File: config.mk
export PLATFORM = sky130hd
export DESIGN_NAME = fixed_predictor_reconstructor
export DESIGN_NICKNAME = d
export VERILOG_FILES = /design/src/rtl/flac_pkg.sv /design/src/rtl/fixed_prediction.sv /design/src/rtl/fixed_predictor_reconstructor.sv
export SDC_FILE = /design/constraint.sdc
export NUM_CORES = 1
export LEC_CHECK = 0
export BUFFER_PORTS_ARGS = -buffer_cell sky130_fd_sc_hd__clkbuf_2
export CAP_MARGIN = 25
export CORE_ASPECT_RATIO = 1.4
export CORE_UTILIZATION = 40
export CTS_CLUSTER_DIAMETER = 200
export DETAILED_ROUTE_END_ITERATION = 7
export GPL_ROUTABILITY_DRIVEN = 0
export MAX_ROUTING_LAYER = met4
export PLACE_DENSITY = 0.6
export SYNTH_ARGS = -nofsm -noshare
export SYNTH_HDL_FRONTEND = slang
export SYNTH_SLANG_ARGS = --single-unit
File: constraint.sdc
create_clock -name iClock -period 18.6 [get_ports iClock]
set_clock_uncertainty 0.1 [all_clocks]
set_input_delay 2.79 -clock iClock [delete_from_list [all_inputs] [get_ports iClock]]
set_output_delay 2.79 -clock iClock [all_outputs]
set_load 0.005 [all_outputs]
File: src/rtl/flac_pkg.sv
// Shared FLAC subframe decode types: FSM state encoding and fixed-predictor coefficients.
package flac_pkg;

  typedef enum logic [1:0] {
    S_IDLE     = 2'd0,
    S_WARMUP   = 2'd1,
    S_RESIDUAL = 2'd2
  } state_t;

  localparam int MAX_FIXED_ORDER = 4;

  typedef logic signed [3:0] coef_t;

  // Row = predictor order, column = tap weight on h1..h4 (h1 newest).
  localparam coef_t FIXED_COEF [MAX_FIXED_ORDER+1][MAX_FIXED_ORDER] = '{
    '{ 4'sd0,  4'sd0,  4'sd0,  4'sd0},
    '{ 4'sd1,  4'sd0,  4'sd0,  4'sd0},
    '{ 4'sd2, -4'sd1,  4'sd0,  4'sd0},
    '{ 4'sd3, -4'sd3,  4'sd1,  4'sd0},
    '{ 4'sd4, -4'sd6,  4'sd4, -4'sd1}
  };

  function automatic coef_t fixed_coef(input logic [3:0] order, input logic [1:0] tap);
    coef_t c;
    c = '0;
    if (order <= 4'(MAX_FIXED_ORDER)) c = FIXED_COEF[order[2:0]][tap];
    return c;
  endfunction

endpackage

File: src/rtl/fixed_prediction.sv
// Combinational fixed-predictor: weighted sum of the last four samples for the given order.
// Zero latency, no flow control; unused taps carry zero weight.
module fixed_prediction
  import flac_pkg::*;
#(
  parameter int DATA_WIDTH = 16,
  parameter int ACC_WIDTH  = 20
) (
  input  logic signed [DATA_WIDTH-1:0] h1,
  input  logic signed [DATA_WIDTH-1:0] h2,
  input  logic signed [DATA_WIDTH-1:0] h3,
  input  logic signed [DATA_WIDTH-1:0] h4,
  input  logic        [3:0]            order,
  output logic signed [ACC_WIDTH-1:0]  pred
);

  logic signed [ACC_WIDTH-1:0] hx [MAX_FIXED_ORDER];

  always_comb begin
    hx[0] = ACC_WIDTH'(h1);
    hx[1] = ACC_WIDTH'(h2);
    hx[2] = ACC_WIDTH'(h3);
    hx[3] = ACC_WIDTH'(h4);
    pred  = '0;
    for (int k = 0; k < MAX_FIXED_ORDER; k++) begin
      pred = pred + ACC_WIDTH'(fixed_coef(order, 2'(k))) * hx[k];
    end
  end

endmodule

File: src/rtl/fixed_predictor_reconstructor.sv
// Rebuilds PCM samples of one FLAC FIXED subframe from warm-ups plus residuals.
// One cycle from accepted input to oValid; accepts a sample every cycle, iEnable low stalls everything.
module fixed_predictor_reconstructor
  import flac_pkg::*;
#(
  parameter int DATA_WIDTH = 16,
  parameter int ACC_WIDTH  = 20
) (
  input  logic                         iClock,
  input  logic                         iReset,
  input  logic                         iEnable,
  input  logic                         iStart,
  input  logic        [3:0]            iPredOrder,
  input  logic        [15:0]           iNSamples,
  input  logic signed [DATA_WIDTH-1:0] iWarmup,
  input  logic                         iWarmupValid,
  input  logic signed [DATA_WIDTH-1:0] iResidual,
  input  logic                         iResidualValid,
  output logic signed [DATA_WIDTH-1:0] oSample,
  output logic                         oValid,
  output logic                         oDone,
  output logic                         oError
);

  state_t                      state_q, state_nxt;
  logic        [3:0]           order_q, order_nxt;
  logic        [15:0]          nsamp_q, nsamp_nxt;
  logic        [15:0]          count_q, count_nxt;
  logic signed [DATA_WIDTH-1:0] h1_q, h2_q, h3_q, h4_q;
  logic signed [DATA_WIDTH-1:0] h1_nxt, h2_nxt, h3_nxt, h4_nxt;
  logic signed [DATA_WIDTH-1:0] sample_nxt;
  logic                        valid_nxt, done_nxt, error_nxt;

  logic signed [ACC_WIDTH-1:0]  pred;
  logic signed [ACC_WIDTH-1:0]  sum;
  logic signed [DATA_WIDTH-1:0] take_dat;
  logic                         take;

  fixed_prediction #(
    .DATA_WIDTH(DATA_WIDTH),
    .ACC_WIDTH (ACC_WIDTH)
  ) u_pred (
    .h1   (h1_q),
    .h2   (h2_q),
    .h3   (h3_q),
    .h4   (h4_q),
    .order(order_q),
    .pred (pred)
  );

  // Wraps silently: only the low DATA_WIDTH bits are meaningful for legal streams.
  assign sum = pred + ACC_WIDTH'(iResidual);

  always_comb begin
    state_nxt  = state_q;
    order_nxt  = order_q;
    nsamp_nxt  = nsamp_q;
    count_nxt  = count_q;
    h1_nxt     = h1_q;
    h2_nxt     = h2_q;
    h3_nxt     = h3_q;
    h4_nxt     = h4_q;
    sample_nxt = oSample;
    valid_nxt  = 1'b0;
    done_nxt   = 1'b0;
    error_nxt  = 1'b0;
    take       = 1'b0;
    take_dat   = iWarmup;

    if (iEnable) begin
      unique case (state_q)
        S_IDLE: begin
          if (iStart) begin
            if (iPredOrder > 4'(MAX_FIXED_ORDER) || iNSamples < {12'd0, iPredOrder}) begin
              error_nxt = 1'b1;
            end else begin
              order_nxt = iPredOrder;
              nsamp_nxt = iNSamples;
              count_nxt = '0;
              h1_nxt    = '0;
              h2_nxt    = '0;
              h3_nxt    = '0;
              h4_nxt    = '0;
              // An empty subframe has nothing to emit, so stay idle.
              if (iNSamples == 16'd0)     state_nxt = S_IDLE;
              else if (iPredOrder != '0)  state_nxt = S_WARMUP;
              else                        state_nxt = S_RESIDUAL;
            end
          end
        end
        S_WARMUP: begin
          if (iWarmupValid) begin
            take     = 1'b1;
            take_dat = iWarmup;
          end
        end
        S_RESIDUAL: begin
          if (iResidualValid) begin
            take     = 1'b1;
            take_dat = sum[DATA_WIDTH-1:0];
          end
        end
        default: state_nxt = S_IDLE;
      endcase

      if (take) begin
        sample_nxt = take_dat;
        valid_nxt  = 1'b1;
        h4_nxt     = h3_q;
        h3_nxt     = h2_q;
        h2_nxt     = h1_q;
        h1_nxt     = take_dat;
        count_nxt  = count_q + 16'd1;
        if (count_nxt == nsamp_q) begin
          done_nxt  = 1'b1;
          state_nxt = S_IDLE;
        end else if (state_q == S_WARMUP && count_nxt == {12'd0, order_q}) begin
          state_nxt = S_RESIDUAL;
        end
      end
    end
  end

  always_ff @(posedge iClock) begin
    if (iReset) begin
      state_q <= S_IDLE;
      order_q <= '0;
      nsamp_q <= '0;
      count_q <= '0;
      h1_q    <= '0;
      h2_q    <= '0;
      h3_q    <= '0;
      h4_q    <= '0;
      oSample <= '0;
      oValid  <= 1'b0;
      oDone   <= 1'b0;
      oError  <= 1'b0;
    end else begin
      state_q <= state_nxt;
      order_q <= order_nxt;
      nsamp_q <= nsamp_nxt;
      count_q <= count_nxt;
      h1_q    <= h1_nxt;
      h2_q    <= h2_nxt;
      h3_q    <= h3_nxt;
      h4_q    <= h4_nxt;
      oSample <= sample_nxt;
      oValid  <= valid_nxt;
      oDone   <= done_nxt;
      oError  <= error_nxt;
    end
  end

endmodule
# Yosys cells after proc, flatten, opt, wreduce, memory -nomap -nowiden
# Memories as Yosys holds them, arrays and structs flattened.
# Cells that the tools add are included.
word_totals:
  register_bits: 121
  romBits: 128
  inputBits: 58
  output_inout_bits: 19
  word_cells: 82
  n_memories: 1
memory_table:
  columns: ["memory", "words", "width", "rd", "rd_clocked_by_memory_dff", "write_ports", "line", "source"]
  rows:
  - ["(name not given)", 8, 16, 1, 0, 0, "flac_pkg.sv:26", "if (order <= 4'(MAX_FIXED_ORDER)) c = FIXED_COEF[order[2:0]][tap];"]
classes:
  n_addsub: 5
  mul: 4
  magnitude_cmp: 4
  n_eq_ne: 5
  n_mux: 31
  bitwise_logic: 6
  reduce_logical: 14
ops:
  columns: ["op", "n"]
  rows:
  - ["2-to-1 mux 16 bit", 12]
  - ["adder 16 bit", 4]
  - ["multiplier 4 x 16 -> 16 bit", 4]
  - ["adder 16 x 1 -> 16 bit (second input constant)", 1]
  - ["== test 16 bit", 1]
  - ["== test 16 x 4 -> 1 bit", 1]
  - ["logical NOT 16 bit", 1]
  - ["less-than comparator 16 x 4 -> 1 bit", 1]
  - ["2-to-1 mux 4 bit", 4]
  - ["2-to-1 mux 2 bit", 7]
  - ["AND reduction 4 bit", 2]
  - ["2-to-1 mux 1 bit", 6]
  - ["NOT 1 bit", 5]
  - ["greater-or-equal comparator 4 bit (second input constant)", 1]
  - ["> comparator 4 x 3 -> 1 bit (second input constant)", 1]
  - ["less-or-equal comparator 4 x 3 -> 1 bit (second input constant)", 1]
  - ["NOT 3 -> 4 bit", 1]
  - ["one-hot mux 2 bit (2 select lines)", 1]
  - ["nonzero test 2 bit", 2]
  - ["nonzero test 4 bit", 1]
  - ["OR reduction 2 bit", 2]
  - ["OR reduction 4 bit", 1]
  - ["OR reduction 3 bit", 1]
  - ["== test 2 x 1 -> 1 bit (second input constant)", 1]
  - ["7 further kinds", 7]

# Longest topological paths before layout
# Gate-level depths: netlist of the first run.
depth:
  depth_word: 13
  ltp_mapped: 25
  ltp_nobuf: 22

# Modules after synthesis
# From an unflattened synthesis of the first run, not the netlist that was laid out.
hier_totals:
  hier_cells: 1669
  hier_area_um2: 13948.4
modules_own_cells:
  columns: ["module", "n_inst", "cells_per_inst", "area_each_um2", "seq_area_each_um2"]
  rows:
  - ["fixed_prediction", 1, 863, 7628.6, 0.0]
  - ["fixed_predictor_reconstructor", 1, 806, 6319.8, 2422.3]

# Least setup slack after synthesis of the first run
# OpenSTA, ideal clock, no wires.
synth_path:
  path_type: "in2reg"
  startpoint: "input iResidual[6]"
  endpoint: "register h1_q[13]"
  setup_ns: 0.116
  arrival_time_ns: 6.495
  required_ns: 18.384
  slack_ns: 11.889
  path_stages: 16
  path_buffers: 0
  cell_sequence: "inv_1 -> fa_1 -> inv_1 -> fa_1 -> fa_1 -> inv_1 -> fa_1 -> inv_1 -> ha_1 -> and3_1 -> a31oi_1 -> a21oi_1 -> o21ai_0 -> mux2i_1 -> a31oi_1 -> nor2b_1"
synth_via:
  elab_chain_len: 4
synth_lines:
  columns: ["item", "line", "source"]
  rows:
  - ["start: declaration", "fixed_predictor_reconstructor.sv:17", "input logic signed [DATA_WIDTH-1:0] iResidual,"]
  - ["adder 16 bit", "fixed_predictor_reconstructor.sv:52", "assign sum = pred + ACC_WIDTH'(iResidual);"]
  - ["2-to-1 mux 16 bit", "fixed_predictor_reconstructor.sv:98", "if (iResidualValid) begin"]
  - ["2-to-1 mux 16 bit", null, null]
  - ["2-to-1 mux 16 bit", "fixed_predictor_reconstructor.sv:106", "if (take) begin"]
  - ["end signal: assignment", "fixed_predictor_reconstructor.sv:143", "h1_q <= h1_nxt;"]
  - ["end: declaration", "fixed_predictor_reconstructor.sv:29", "logic signed [DATA_WIDTH-1:0] h1_q, h2_q, h3_q, h4_q;"]
# Every way passes these cells.
# A chain may end at the register's enable or synchronous reset.

# Worst setup path in the final report of the first run
layout_path:
  startpoint: "register order_q[2]"
  endpoint: "register h1_q[13]"
layout_via:
  elab_chain_len: 13
  elab_cells_between_ends: 20
  classes_between: "add/sub: 4; mul: 4; order compare: 1; mux: 9; bitwise: 1; memory: 1"
layout_lines:
  columns: ["item", "line", "source"]
  rows:
  - ["start: declaration", "fixed_predictor_reconstructor.sv:26", "logic [3:0] order_q, order_nxt;"]
  - ["start signal: assignment", "fixed_predictor_reconstructor.sv:140", "order_q <= order_nxt;"]
  - ["NOT 3 -> 4 bit (implied by the code)", "flac_pkg.sv:26", null]
  - ["memory (8 x 16 bit)", null, null]
  - ["2-to-1 mux 16 bit (implied by the code) (2 in a row)", "flac_pkg.sv:26", null]
  - ["2-to-1 mux 4 bit", "flac_pkg.sv:26", null]
  - ["multiplier 4 x 16 -> 16 bit", "fixed_prediction.sv:26", "pred = pred + ACC_WIDTH'(fixed_coef(order, 2'(k))) * hx[k];"]
  - ["adder 16 bit (2 in a row)", "fixed_prediction.sv:26", null]
  - ["adder 16 bit *", "fixed_prediction.sv:26", null]
  - ["adder 16 bit *", "fixed_predictor_reconstructor.sv:52", null]
  - ["2-to-1 mux 16 bit *", "fixed_predictor_reconstructor.sv:98", null]
  - ["2-to-1 mux 16 bit *", null, null]
  - ["2-to-1 mux 16 bit *", "fixed_predictor_reconstructor.sv:106", null]
# Every way passes the cells marked *; elsewhere a longest branch is shown, timed or not. The select of a mux whose other input is x is not followed.

==> flow_summary.json, run 1 <==
{
  "synth_top_family_by_area": "adder cells",
  "hold_path.startpoint": "nsamp_q[3]$_SDFFE_PP0P_",
  "p_sw_frac": 0.263,
  "drv_cap": 0,
  "final_util": 0.457,
  "synth-main-ff-cell": "dfxtp_1",
  "yosys.area.top_type_share": 0.267,
  "synth_xor_area_frac": 0.0573,
  "synth_adder_area_share": 0.342,
  "nFillCells": 2802,
  "max_slew.worst_pin.slew_ns": 1.08,
  "fmax_mhz": 141,
  "core_area_mm2": 0.0286,
  "stdcell_area_mm2": 0.0131,
  "async_flop_share": 0,
  "whs_endpoint": "nsamp_q[3]$_SDFFE_PP0P_",
  "start_kind": "register",
  "ys_seq_area_frac": 0.207,
  "required_ns": 18.82,
  "syn_inst": 1331,
  "clk_latency_ns": 0.43,
  "cts_max_level": 4,
  "p_per_area_mw_per_mm2": 55.7,
  "port_buffers": 76,
  "reg2reg_from": "order_q[2]$_SDFFE_PP0P_",
  "grt_max_degree": 56,
  "remaining_drc_errors": 0,
  "postCtsSetupRepairBufs": 0,
  "final.period_utilization": 0.382,
  "rsz0062_at_grt": "no",
  "cp.arrival_ns": 7.32,
  "drive_gt1_frac": 0.104,
  "synth_edf_count": 0,
  "max-slew-margin-rel": 0.280,
  "ys_types": 72,
  "detail-route-antenna-nets": 0,
  "cts.clk_slew.worst_paths_ns": 0.06,
  "firstDrtPassIters": 4,
  "n_antenna_cell": 0,
  "syn_area_per_cell_um2": 8.80,
  "reg2reg_slack_ns": 11.50,
  "yosys.area_share.simple": 0.174,
  "r2r_cells": 22,
  "cts-root-buf": "clkbuf_16",
  "finalSetupTns_ns": 0,
  "antenna_found_initial": 0,
  "fin_nets": 1661,
  "ys_ff_latch": 121,
  "final_hold_viol_count": 0,
  "drv_slew": 0,
  "dieHeight_um": 204,
  "synth.mux.area_fraction": 0.00256,
  "grt_usage": 0.226,
  "hpwl_mm": 23.9,
  "detail_route.wl_per_cell_um": 17.6,
  "status": "finished clean",
  "grt_overflow": 0,
  "drt_wl_total_mm": 31.0,
  "netlist_area_mm2": 0.0117,
  "ir_drop_v": 0.0000533,
  "vias": 8986,
  "ios": 77,
  "via_per_inst": 5.09,
  "crit_path_max_fanout": 51,
  "worstSetupPathType": "reg2reg",
  "seq_area_mm2": 0.00242,
  "num_rows": 73,
  "first_global_vias": 9445,
  "multi_input_area_mm2": 0.00814,
  "grt_pass1_wl_mm": 50.5,
  "period_needed_ns": 7.10,
  "drt_iter0_markers": 376,
  "placed_area_mm2": 0.0124,
  "die_area_mm2": 0.0300,
  "synthToLayoutAreaGrowth_pct": 11.6,
  "cts_tree": "yes",
  "cts_resized": 0,
  "setup_violations": 0,
  "start_util": 0.410,
  "cts_buffer_depth": 2,
  "yosysTopAreaCell": "fa_1",
  "power_frac_comb": 0.129,
  "endpoint_kind": "register",
  "hold_depth": 2,
  "ys_warn_count": 0,
  "syn_nets": 1616,
  "cts_sinks": 121,
  "cts_buffers": 17,
  "cts_hold_buf": 0,
  "clockPowerShare": 0.511,
  "reg2reg_to": "h1_q[13]$_SDFFE_PP0P_",
  "seqPwrFrac": 0.359,
  "power.switching_uw": 192,
  "die_w_um": 147,
  "synth_compound_area_frac": 0.116,
  "hold_class": "reg2reg",
  "leakagePower_nw": 5.99,
  "synth.area.top_cells": "fa_1, dfxtp_1, inv_1",
  "intPower_uw": 537
}
-- worst max-delay path by stage --
stage | from | end | slack (ns) | cells past startpoint
after floorplan | iResidual[6] | h1_q[13]$_SDFFE_PP0P_ | 11.89 | 16
after global placement | iResidual[6] | h1_q[13]$_SDFFE_PP0P_ | 11.50 | 17
after detailed placement | iResidual[6] | h1_q[15]$_SDFFE_PP0P_ | 11.45 | 17
after CTS | order_q[2]$_SDFFE_PP0P_ | h1_q[15]$_SDFFE_PP0P_ | 11.44 | 21
after global routing | order_q[2]$_SDFFE_PP0P_ | h1_q[15]$_SDFFE_PP0P_ | 11.11 | 23
final | order_q[2]$_SDFFE_PP0P_ | h1_q[13]$_SDFFE_PP0P_ | 11.50 | 22
-- synth_stat cells (2+ instances only) --
library cell	n
nor4_1	9
a211o_1	3
a32oi_1	2
ha_1	71
buf_1	3
a211oi_1	6
a21o_1	14
o21ai_0	27
dfxtp_1	121
o21ai_1	3
nand2b_1	7
nor2b_1	3
nand3_2	3
buf_2	17
or3_1	10
o22ai_1	2
nor3b_2	2
nor3b_1	5
a2111oi_2	2
nand4_1	6
a31oi_1	10
or4_1	4
and2_1	69
or2_2	4
nor4b_2	2
xnor2_1	44
nand2_1	130
nand3b_1	3
inv_1	240
a22o_1	36
fa_1	156
mux2i_1	3
o21a_1	3
xnor3_1	5
nand3_1	32
nor3_1	19
a21oi_1	79
nor2_1	64
xor2_1	17
o21bai_1	3
clkbuf_1	41
and3_1	21
-- layout by cell type, fill, tap and decap left out, types with 5 or more instances in the layout --
master	n
inv_1	240
fa_1	156
nand2_1	129
dfxtp_1	121
a21oi_1	79
clkbuf_2	76
ha_1	71
and2_1	69
nor2_1	64
xnor2_1	44
a22o_1	36
nand3_1	32
o21ai_0	27
and3_1	21
nor3_1	18
xor2_1	17
clkbuf_16	17
a21o_1	14
buf_4	14
a31oi_1	10
or3_1	10
nor4_1	9
nand2b_1	7
a211oi_1	6
nand4_1	6
xnor3_1	5
bufinv_16	5
-- final cells by class --
class,count,share of cell area
Clock buffer,18,0.0328
Clock inverter,14,0.0168
Inverter,241,0.0692
Multi-Input combinational cell,905,0.623
Sequential cell,121,0.185
Tap cell,375,0.0359
Timing Repair Buffer,90,0.0371
-- stage by stage --
step,power [mW],hold WS [ns],setup WS [ns],instances
final,0.729,0.367,11.50,1764
after global routing,0.758,0.389,11.11,1764
after CTS,0.735,0.368,11.44,1763
after detailed placement,0.361,0.357,11.45,1731
after global placement,0.360,0.349,11.50,1731
after floorplan,0.330,0.337,11.89,1331
-- critical path, stage by stage (launching register included) --
cell     delay, ns
dfxtp_1       0.53
nor4b_4       0.25
buf_4         0.53
nor2_1        0.19
buf_4         0.23
or2_2         0.29
fa_1          0.49
inv_1         0.05
fa_1          0.40
fa_1          0.55
fa_1          0.44
fa_1          0.49
inv_1         0.05
fa_1          0.51
inv_1         0.06
ha_1          0.34
and3_1        0.25
a31oi_1       0.31
a21oi_1       0.13
o21ai_0       0.27
mux2i_1       0.23
a31oi_1       0.11
nor2b_1       0.16
-- per-layer routing --
metal,track usage,part of all wire
met3,0.0234,0.025
met1,0.269,0.43
met4,0.0647,0.020
met2,0.401,0.53
met5,-,0
-- power by group through the flow --
stage                     clock (mW)  combinational (mW)  sequential [mW]
after floorplan                    0              0.0624            0.267
after global placement             0              0.0928            0.268
after detailed placement           0              0.0933            0.268
after CTS                      0.378              0.0947            0.262
after global routing           0.390               0.106            0.262
final                          0.372              0.0943            0.262
-- registers in the layout, indices dropped and copies added (netlist names) --
signal   count
count_q     16
h1_q        16
h2_q        16
h3_q        16
h4_q        16
nsamp_q     16
oDone        1
oError       1
oSample     16
oValid       1
order_q      4
state_q      2
-- cell families (layout without fill, tap and decap cells) --
logic type	count (synthesis)	in the layout
simple gates	400	400
buf+inv	305	363
fa+ha+maj	227	227
compound gates	207	207
flops	121	121
xor+xnor	67	67
mux	3	3
other cells	1	1
No activity file was read; power rests on OpenSTA's default activity.
==> run 2: changes to the inputs <==
Settings changed: ABC_AREA set to 1.
Clock period 18.6 ns to 7.4 ns, I/O delays scaled along.
==> run 2 against run 1 <==
Synthesized cell count grew 18%. First-iteration DRC count is 52% higher. Area after synthesis grew 2.0%. Global-route usage up 2.7 points. Register-to-register slack lost 11 ns. Utilization shrank 0.26 points. Die area grew 2.0%. Wire length grew 14%. Worst hold slack gained 0.0039 ns. Largest power group unchanged.
==> flow_summary.json, run 2 <==
{
  "ys_ff_latch": 121,
  "dieHeight_um": 206,
  "ys_warn_count": 0,
  "syn_inst": 1575,
  "max_slew.worst_pin.slew_ns": 0.921,
  "cts_max_level": 4,
  "nFillCells": 3050,
  "synth_edf_count": 0,
  "synthToLayoutAreaGrowth_pct": 11.3,
  "cts-root-buf": "clkbuf_16",
  "grt_max_degree": 64,
  "grt_usage": 0.253,
  "ys_seq_area_frac": 0.203,
  "seq_area_mm2": 0.00242,
  "synth.most_common_cell": "inv_1",
  "max-slew-margin-rel": 0.385,
  "ir_drop_v": 0.000168,
  "final_common_cell": "inv_1",
  "die_w_um": 148,
  "n_antenna_cell": 0,
  "remaining_drc_errors": 0,
  "final.period_utilization": 0.957,
  "pre_cts_ws_ns": 0.389,
  "async_flop_share": 0,
  "core_area_mm2": 0.0293,
  "multi_input_area_mm2": 0.00791,
  "fin_nets": 1919,
  "drv_cap": 0,
  "detail-route-antenna-nets": 0,
  "ys_types": 51,
  "p_per_area_mw_per_mm2": 141,
  "drive_gt1_frac": 0.0959,
  "setup_ws_ns": 0.316,
  "die_area_mm2": 0.0306,
  "endpoint_kind": "register",
  "first_global_vias": 10600,
  "postCtsSetupRepairBufs": 0,
  "ios": 77,
  "final_hold_viol_count": 0,
  "cp.arrival_ns": 7.34,
  "fmax_mhz": 141,
  "cts_tree": "yes",
  "fin_hold_ws_ns": 0.371,
  "setup_violations": 0,
  "yosys-top-cells-count": "inv_1, nand2_1, nor2_1",
  "status": "finished clean",
  "vias": 10200,
  "netlist_area_mm2": 0.0119,
  "most-common-layout-cells": "inv_1, nand2_1, nor2_1, fa_1, dfxtp_1",
  "clk_latency_ns": 0.44,
  "cts_sinks": 121,
  "wl_met3_mm": 1.54,
  "detail_route.wl_per_cell_um": 17.5,
  "via_per_inst": 5.02,
  "syn_area_per_cell_um2": 7.59,
  "synth.area.top_cells": "fa_1, dfxtp_1, inv_1",
  "cts_resized": 0,
  "final_util": 0.455,
  "wl_met2_mm": 18.7,
  "rsz0062_at_grt": "no",
  "finalSetupTns_ns": 0,
  "yosys.area.top_type_share": 0.261,
  "start_kind": "register",
  "placed_area_mm2": 0.0127,
  "yosysTopAreaCell": "fa_1",
  "port_buffers": 76,
  "grt_overflow": 0,
  "drt_iter0_markers": 570,
  "grt_pass1_wl_mm": 56.3,
  "leakagePower_nw": 6.11,
  "start_util": 0.408,
  "wl_met1_mm": 13.6,
  "cts.clk_slew.worst_paths_ns": 0.06,
  "worstSetupPathType": "reg2reg",
  "cts_buffer_depth": 2,
  "cts_buffers": 17,
  "synth-main-ff-cell": "dfxtp_1",
  "hold_class": "reg2reg",
  "drt_wl_total_mm": 35.4,
  "num_rows": 74,
  "crit_path_max_fanout": 32,
  "syn_nets": 1860,
  "stdcell_area_mm2": 0.0133,
  "drv_slew": 0,
  "cts_hold_buf": 0,
  "hpwl_mm": 28.1,
  "firstDrtPassIters": 6,
  "required_ns": 7.65,
  "antenna_found_initial": 0,
  "period_needed_ns": 7.08,
  "top_layer": "met4"
}
## run 2: worst max-delay path: stages, from the launching register on
cell      delay (ns)
dfxtp_1         0.43
inv_2           0.12
nor2_4          0.11
nand2_4         0.26
buf_4           0.33
nor2_1          0.23
inv_1           0.13
fa_1            0.57
fa_1            0.46
fa_1            0.51
inv_1           0.05
fa_1            0.49
fa_1            0.51
inv_1           0.07
fa_1            0.48
inv_1           0.04
ha_1            0.36
a21oi_1         0.33
o21ai_0         0.25
a211oi_1        0.25
nand2_1         0.10
o21ai_0         0.40
o211ai_1        0.22
a21oi_1         0.17
## run 2: per-stage QoR
step,cells,total power [mW]
after floorplan,1575,0.909
after global placement,1995,1.02
after detailed placement,1995,1.02
after CTS,2027,1.88
after global routing,2027,1.95
final,2027,1.87
## run 2: cell type report
class,count,share of cell area
multi-input cells,1027,0.594
inverters,380,0.107
repair buffers,87,0.0348
clock inverters,12,0.0105
clock buffers,20,0.0351
flip-flops and latches,121,0.182
well taps,380,0.0357
## run 2: kinds of logic after synthesis
group | share of synthesized area
DFF | 0.203
buffers and inverters | 0.136
adders and majority gates | 0.336
AOI/OAI and AO/OA | 0.104
other | 0.000314
xor gates and xnor gates | 0.0255
and+or+nand+nor | 0.195
## run 2: final timing paths
kind / start / to / slack (ns) / cells past startpoint
max: order_q[2]$_SDFFE_PP0P_ / oSample[12]$_SDFFE_PP0P_ / 0.32 / 23
min: oSample[13]$_SDFFE_PP0P_ / oSample[13]$_SDFFE_PP0P_ / 0.37 / 2
max reg2reg: order_q[2]$_SDFFE_PP0P_ / oSample[12]$_SDFFE_PP0P_ / 0.32 / 23
min reg2reg: oSample[13]$_SDFFE_PP0P_ / oSample[13]$_SDFFE_PP0P_ / 0.37 / 2
## run 2: power by group
group | leakage (nW) | internal, mW | total, mW | switching (mW)
combinational | 4.84 | 0.119 | 0.345 | 0.226
clock | 0.290 | 0.526 | 0.869 | 0.342
sequential | 0.976 | 0.657 | 0.661 | 0.00401
## run 2: per-layer routing
metal / vias to the layer above / GRT usage
li1: 4919 / -
met1: 4895 / 0.273
met2: 275 / 0.459
met3: 81 / 0.0320
met4: 0 / 0.116
met5: - / -
